$ cat config.mk
export PLATFORM = sky130hd
export DESIGN_NAME = epl_read_ctrl_sub
export DESIGN_NICKNAME = d
export VERILOG_FILES = /design/src/rtl/epl_read_ctrl_sub.sv
export SDC_FILE = /design/constraint.sdc
export NUM_CORES = 1
export LEC_CHECK = 0
export CORE_MARGIN = 2
export CORE_UTILIZATION = 43
export DETAILED_ROUTE_END_ITERATION = 10
export GPL_TIMING_DRIVEN = 0
export HOLD_SLACK_MARGIN = 0.03
export PLACE_DENSITY = 0.78
export REMOVE_ABC_BUFFERS = 1
export SLEW_MARGIN = 10
export SYNTH_ARGS = -nofsm -noshare
export SYNTH_HDL_FRONTEND = slang
export SYNTH_SLANG_ARGS = --single-unit
$ cat constraint.sdc
create_clock -name pClk_i -period 1.9 [get_ports pClk_i]
set_input_delay 0.38 -clock pClk_i [delete_from_list [all_inputs] [get_ports pClk_i]]
set_output_delay 0.38 -clock pClk_i [all_outputs]
set_load 0.1 [all_outputs]
$ cat src/rtl/epl_read_ctrl_sub.sv
// Read sequencer for the EPLFFRAM02 array: splits the word address into row/column and times WL, SAE and the read strobe.
// Latency: ack in cycle 0, read strobe in cycle SA_WAIT+2; minimum access period SA_WAIT+3 cycles.
// Backpressure: one access at a time; a request held while busy is acked in the next IDLE cycle, never queued.
module epl_read_ctrl_sub #(
    parameter  int ADDR_WIDTH = 8,
    parameter  int SA_WAIT    = 2,
    localparam int ADDR_AYO   = 2
) (
    input  logic                  pClk_i,
    input  logic                  nRst_i,
    input  logic                  pReq_i,
    input  logic [ADDR_WIDTH-1:0] pAddr_i,
    output logic                  pAck_o,
    output logic                  pBusy_o,
    output logic [ADDR_WIDTH-2:0] pAxr_o,
    output logic                  pWl_o,
    output logic                  pSae_o,
    output logic [ADDR_AYO-1:0]   pAcy2_o,
    output logic                  pRead01_o
);

    if (SA_WAIT < 1 || SA_WAIT > 15) begin : gBadSaWait
        $error("epl_read_ctrl_sub: SA_WAIT=%0d outside legal range 1..15", SA_WAIT);
    end

    typedef enum logic [1:0] {
        IDLE  = 2'd0,
        WL    = 2'd1,
        SENSE = 2'd2,
        LATCH = 2'd3
    } stateT;

    localparam logic [3:0] SA_CNT_LOAD = 4'(SA_WAIT - 1);

    stateT                 state;
    stateT                 stateNext;
    logic [3:0]            cnt;
    logic [3:0]            cntNext;
    logic                  capture;
    logic [ADDR_WIDTH-2:0] axrNext;
    logic [ADDR_AYO-1:0]   acyNext;
    logic                  wlNext;
    logic                  saeNext;
    logic                  readNext;
    logic                  busyNext;

    always_comb begin
        stateNext = state;
        cntNext   = cnt;
        capture   = 1'b0;
        case (state)
            IDLE: begin
                if (pReq_i) begin
                    capture   = 1'b1;
                    stateNext = WL;
                end
            end
            WL: begin
                cntNext   = SA_CNT_LOAD;
                stateNext = SENSE;
            end
            SENSE: begin
                if (cnt == 4'd0) begin
                    stateNext = LATCH;
                end else begin
                    cntNext = cnt - 4'd1;
                end
            end
            LATCH: begin
                stateNext = IDLE;
            end
            default: begin
                stateNext = IDLE;
            end
        endcase

        // Array controls are registered from the next state so every output comes straight off a flop.
        wlNext   = (stateNext != IDLE);
        busyNext = (stateNext != IDLE);
        saeNext  = (stateNext == SENSE) || (stateNext == LATCH);
        readNext = (stateNext == LATCH);

        axrNext = capture ? pAddr_i[ADDR_WIDTH-1:1] : pAxr_o;
        if (capture) begin
            acyNext = pAddr_i[0] ? 2'b10 : 2'b01;
        end else if (stateNext == IDLE) begin
            acyNext = 2'b00;
        end else begin
            acyNext = pAcy2_o;
        end
    end

    // Gated by reset so no ack is issued for a request that cannot be captured.
    assign pAck_o = capture && nRst_i;

    always_ff @(posedge pClk_i) begin
        if (!nRst_i) begin
            state     <= IDLE;
            cnt       <= 4'd0;
            pBusy_o   <= 1'b0;
            pAxr_o    <= '0;
            pWl_o     <= 1'b0;
            pSae_o    <= 1'b0;
            pAcy2_o   <= 2'b00;
            pRead01_o <= 1'b0;
        end else begin
            state     <= stateNext;
            cnt       <= cntNext;
            pBusy_o   <= busyNext;
            pAxr_o    <= axrNext;
            pWl_o     <= wlNext;
            pSae_o    <= saeNext;
            pAcy2_o   <= acyNext;
            pRead01_o <= readNext;
        end
    end

endmodule

* Yosys cells after proc, flatten, opt, wreduce, memory -nomap -nowiden
Cells that the tools add are included.
Cells by class: add/sub/neg operators 1, multipliers 0, div/mod/pow operators 0, order comparisons 0, equal/unequal tests 6, shifts and indexed selects 0, muxes and demuxes 10, bitwise logic cells 0, reduce and logical (&&, ||, !) cells 9
Operators with widths (count):
- 2-to-1 mux 2 bit | 5
- == test 2 bit (second input constant) | 4
- one-hot mux 2 bit (4 select lines) | 1
- one-hot mux 4 bit (2 select lines) | 1
- nonzero test 2 bit | 3
- logical NOT 2 bit | 2
- logical NOT 4 bit | 1
- 2-to-1 mux 4 bit | 1
- subtractor 4 x 1 -> 4 bit (second input constant) | 1
- == test 2 x 1 -> 1 bit (second input constant) | 1
- 2-to-1 mux 1 bit | 2
- inequality test 2 bit (second input constant) | 1
- AND reduction 2 bit | 1
- logical AND 1 bit | 1
- logical OR 1 bit | 1
Storage, ports and cells: register bits 18, bits in latches 0, memory bits (writable) 0, bits in read-only memories 0, input bits 11, output and inout bits 14, logic and storage cells 33, memories kept 0

* Depth between registers and ports, before layout
depth after elaboration 6, depth in mapped cells 6

* Least setup slack after synthesis
Ideal clock, no wire load.
path type register -> output, from register, netlist name pSae_o, to output pAck_o, data arrival time 2.471 ns, required time 1.520 ns, slack -0.951 ns, cell stages (with the launch flop) 5, cells stage by stage dfxtp_1 -> inv_1 -> ha_1 -> nand2_1 -> nor2_1
RTL lines:
- end, declared | line 13 | output logic pAck_o,

* Worst setup path in the final report
from register pAcy2_o[1], to output pAcy2_o[1]
RTL lines:
- start, declared | line 18 | output logic [ADDR_AYO-1:0] pAcy2_o,
- start signal, assigned | line 113 | pAcy2_o <= acyNext;
No word-level cell between the ends.

==> metrics.txt <==
# TYPE chip_impl_metric gauge
chip_impl_info{name="status",value="finished, final reports clean"} 1
chip_impl_metric{name="routed_wirelength",unit="um"} 1570
chip_impl_metric{name="slew_viol_final",unit=""} 0
chip_impl_metric{name="synth_cell_type_count",unit=""} 25
chip_impl_metric{name="multi_input_area",unit="um2"} 380
chip_impl_metric{name="design.die.area",unit="um2"} 2110
chip_impl_metric{name="synthesis.area_per_instance",unit="um2"} 8.60
chip_impl_metric{name="fin_tns_setup",unit="ps"} 0
chip_impl_metric{name="cellLeakagePower",unit="nW"} 0.455
chip_impl_metric{name="register_area",unit="um2"} 340
chip_impl_metric{name="drive_gt1_share",unit="%"} 12.9
chip_impl_metric{name="initial_antenna_violation_count",unit=""} 0
chip_impl_info{name="critical_path.cell_chain",value="dlygate4sd2_1"} 1
chip_impl_metric{name="synth_warnings",unit=""} 0
chip_impl_metric{name="hold_depth",unit=""} 2
chip_impl_metric{name="postRouteAntennaNets",unit=""} 0
chip_impl_metric{name="worst_ir_drop_vdd",unit="mV"} 1.29
chip_impl_metric{name="highest_fanout_seen_on_the_critical_path",unit=""} 2
chip_impl_metric{name="tritoncts.num_buffers",unit=""} 3
chip_impl_info{name="synth_largest_area_cell",value="sky130_fd_sc_hd__dfxtp_1"} 1
chip_impl_metric{name="synth.area.mux_share",unit="%"} 0
chip_impl_info{name="hold-path-endpoint",value="pAxr_o[2]$_SDFFE_PN0P_"} 1
chip_impl_metric{name="core.rowCount",unit=""} 15
chip_impl_metric{name="ys_async_sr_fraction",unit="%"} 0
chip_impl_info{name="commonest_non_fill_non_tap_cells_in_the_layout",value="sky130_fd_sc_hd__nand2_1, sky130_fd_sc_hd__dfxtp_1, sky130_fd_sc_hd__a21oi_1"} 1
chip_impl_metric{name="synthesis.area",unit="um2"} 757
chip_impl_metric{name="cp.required",unit="ps"} 1520
chip_impl_info{name="cts_tree",value="built"} 1
chip_impl_metric{name="finalWeightedCongestion",unit=""} 0.775
chip_impl_metric{name="max_freq",unit="MHz"} 534
chip_impl_info{name="most_common_cell_after_layout_fill_and_taps_aside",value="sky130_fd_sc_hd__nand2_1"} 1
chip_impl_metric{name="seq_area_frac_synth",unit="%"} 45.0
chip_impl_metric{name="detail_route.drc_violations",unit=""} 0
chip_impl_metric{name="worstPathArrival",unit="ps"} 1490
chip_impl_metric{name="drtIter0Drc",unit=""} 9
chip_impl_metric{name="start_util",unit="%"} 44.8
chip_impl_metric{name="detailedPlacementHpwl",unit="um"} 1110
chip_impl_info{name="min_from",value="pAxr_o[2]$_SDFFE_PN0P_"} 1
chip_impl_metric{name="ctsLongestPathBuffers",unit=""} 2
chip_impl_metric{name="finalCritPeriodShare",unit="%"} 98.6
chip_impl_metric{name="register_to_register_setup_slack",unit="ps"} 350
chip_impl_metric{name="setup_ws",unit="ps"} 27.1
chip_impl_metric{name="yosys.area_share.simple",unit="%"} 23.0
chip_impl_metric{name="post_drt_wl_per_cell",unit="um"} 11.8
chip_impl_metric{name="reg2regPathDepth",unit=""} 5
chip_impl_metric{name="post_synth_xor_area_fraction",unit="%"} 0
chip_impl_metric{name="post_synth_fa_ha_maj_area_fraction",unit="%"} 9.92
chip_impl_metric{name="via_count",unit=""} 679
chip_impl_metric{name="fill_cells",unit=""} 141
chip_impl_metric{name="grt_overflow_total",unit=""} 0
chip_impl_metric{name="io_buffers",unit=""} 24
chip_impl_info{name="postSynth.topFlopCell",value="sky130_fd_sc_hd__dfxtp_1"} 1
chip_impl_info{name="worst-setup-path-type",value="register to output port"} 1
chip_impl_metric{name="crit_path_max_incr_delay",unit="ps"} 860
chip_impl_info{name="min-delay-path-class",value="register to register"} 1
chip_impl_metric{name="layout.nets",unit=""} 134
chip_impl_metric{name="clock_h_tree_levels",unit=""} 1
chip_impl_metric{name="post_placement_worst_setup_slack",unit="ps"} -982
chip_impl_metric{name="tritonroute_pass_1_iters",unit=""} 4
chip_impl_metric{name="grt_max_degree",unit=""} 15
chip_impl_info{name="setup.worst_path.start_class",value="register"} 1
chip_impl_metric{name="chipWidth",unit="um"} 46.0
chip_impl_metric{name="worst_tran_pin_value",unit="ps"} 969
chip_impl_metric{name="cp_num_buf_inv",unit=""} 1
chip_impl_metric{name="fin_skew",unit="ps"} 1.88
chip_impl_metric{name="synth_seq_cells",unit=""} 17
chip_impl_metric{name="clk_latency_worst_skew_pair",unit="ps"} 280
chip_impl_metric{name="gr-usage-all-layers",unit="%"} 14.1
chip_impl_metric{name="max_cap_viol_count",unit=""} 0
chip_impl_info{name="largest_family_of_logic_cells_by_synthesized_area",value="simple AND/OR/NAND/NOR gates"} 1
chip_impl_metric{name="min_period",unit="ps"} 1870
chip_impl_metric{name="hold_viol_final",unit=""} 0
chip_impl_metric{name="max_slew_headroom",unit="%"} 35.6
chip_impl_info{name="critPathTopFamily",value="buffers and inverters"} 1
chip_impl_info{name="rr_endpoint",value="cnt[0]$_SDFFE_PN0P_"} 1
chip_impl_metric{name="global_route_wire_length_before_repair",unit="um"} 2210
chip_impl_metric{name="n_antenna_cell",unit=""} 0
chip_impl_metric{name="syn-instance-count",unit=""} 88
chip_impl_metric{name="synth_enable_flop_cells",unit=""} 0
chip_impl_metric{name="dieHeight",unit="um"} 46.0
chip_impl_metric{name="synthDominantCellAreaShare",unit="%"} 45.0
chip_impl_metric{name="drt_via_density",unit=""} 5.11
chip_impl_metric{name="number_of_global_route_vias_before_repair",unit=""} 511
chip_impl_metric{name="syn2layout_area_growth",unit="%"} 38.2
chip_impl_info{name="critical_path.reg2reg.startpoint",value="state[0]$_SDFF_PN0_"} 1
chip_impl_info{name="post_synth_main_area_contributors",value="sky130_fd_sc_hd__dfxtp_1, sky130_fd_sc_hd__ha_1, sky130_fd_sc_hd__nand2_1"} 1
chip_impl_info{name="cts.root.buffer_cell",value="sky130_fd_sc_hd__clkbuf_4"} 1
chip_impl_metric{name="power.density_cell_area",unit="nW/um2"} 1820
chip_impl_metric{name="fp.coreArea",unit="um2"} 1690
chip_impl_metric{name="clk_pin_slew_worst_paths",unit="ps"} 100
chip_impl_metric{name="dpl-instance-area",unit="um2"} 998
chip_impl_metric{name="postLayoutCellArea",unit="um2"} 1050
chip_impl_metric{name="tritoncts_num_sinks",unit=""} 17
chip_impl_metric{name="final_setup_violation_count",unit=""} 0
chip_impl_info{name="worst_setup_path_end_kind",value="output port"} 1
chip_impl_metric{name="synth_compound_area_share",unit="%"} 17.0
chip_impl_info{name="critPathSlowestCell",value="sky130_fd_sc_hd__dlygate4sd2_1"} 1
chip_impl_metric{name="ios",unit=""} 25
==> metal layers <==
layer	GRT usage, %	up-vias	share of wire, %
met5	0	-	0
li1	-	356	-
met3	2.38	2	3.0
met1	19.2	307	46
met2	22.2	14	49
met4	5.14	0	1.5
==> area by class of cell <==
cell class,count,area share [%]
inverter,5,2.15
sequential,17,32.5
multi-input combinational,62,36.4
tap,17,2.03
timing repair buffer,28,24.4
clock buffer,4,2.51
==> what timing repair did <==
item / in CTS / in global routing
hold buffers: 0 / 0
endpoints found under the hold margin: 0 / 0
resized for setup: 19 / 7
setup buffers: 0 / 4
setup endpoints to repair: 14 / 3
pin swaps: 0 / 0
==> worst max-delay path by stage <==
stage,start,to,slack (ps),depth (start not counted)
after floorplan,pSae_o$_SDFF_PN0_,pAck_o,-950,4
after global placement,nRst_i,pAck_o,-970,4
after detailed placement,nRst_i,pAck_o,-980,4
after CTS,nRst_i,pAck_o,-150,4
after global routing,state[0]$_SDFF_PN0_,pAck_o,-10,5
final,pAcy2_o[1]$_SDFFE_PN0P_,pAcy2_o[1],30,1
==> worst min-delay path, stage by stage, from the launching register on <==
cell,delay (ps)
sky130_fd_sc_hd__dfxtp_1,320
sky130_fd_sc_hd__nand2_1,50
sky130_fd_sc_hd__a21oi_1,50
==> cell usage after synthesis, types with 2 or more instances <==
library cell and instances:
sky130_fd_sc_hd__a21oi_1 12, sky130_fd_sc_hd__and2_1 4, sky130_fd_sc_hd__clkbuf_1 2, sky130_fd_sc_hd__dfxtp_1 17, sky130_fd_sc_hd__ha_1 6, sky130_fd_sc_hd__inv_1 5
sky130_fd_sc_hd__nand2_1 19, sky130_fd_sc_hd__nor2_1 5, sky130_fd_sc_hd__o21ai_0 2
==> flip-flops by register name, indices dropped and copies added (netlist names) <==
register and count:
pWl_o 1, pAcy2_o 2, cnt 4, state 1, pRead01_o 1, pAxr_o 7, pSae_o 1
==> cell families after synthesis <==
family	Yosys count
DFF	17
and+or+nand+nor	36
AOI/OAI and AO/OA	20
adders and majority gates	6
buffers and inverters	9
==> metrics by stage <==
step           instances  total power (W)  util [%]  hold slack (ps)
4_1_cts              129          0.00189      59.6              458
3_3_place_gp         125          0.00173      59.1              440
2_1_floorplan         84          0.00149         -              464
5_1_grt              133          0.00201      61.9              465
3_5_place_dp         125          0.00176      59.1              447
6_report             133          0.00190      61.9              454
==> power breakdown <==
part           internal (W)  total [W]  switching (W)
combinational      0.000310    0.00120       0.000888
sequential         0.000451   0.000513      0.0000616
clock             0.0000814   0.000193       0.000111
(Power assumes the default switching activity.)
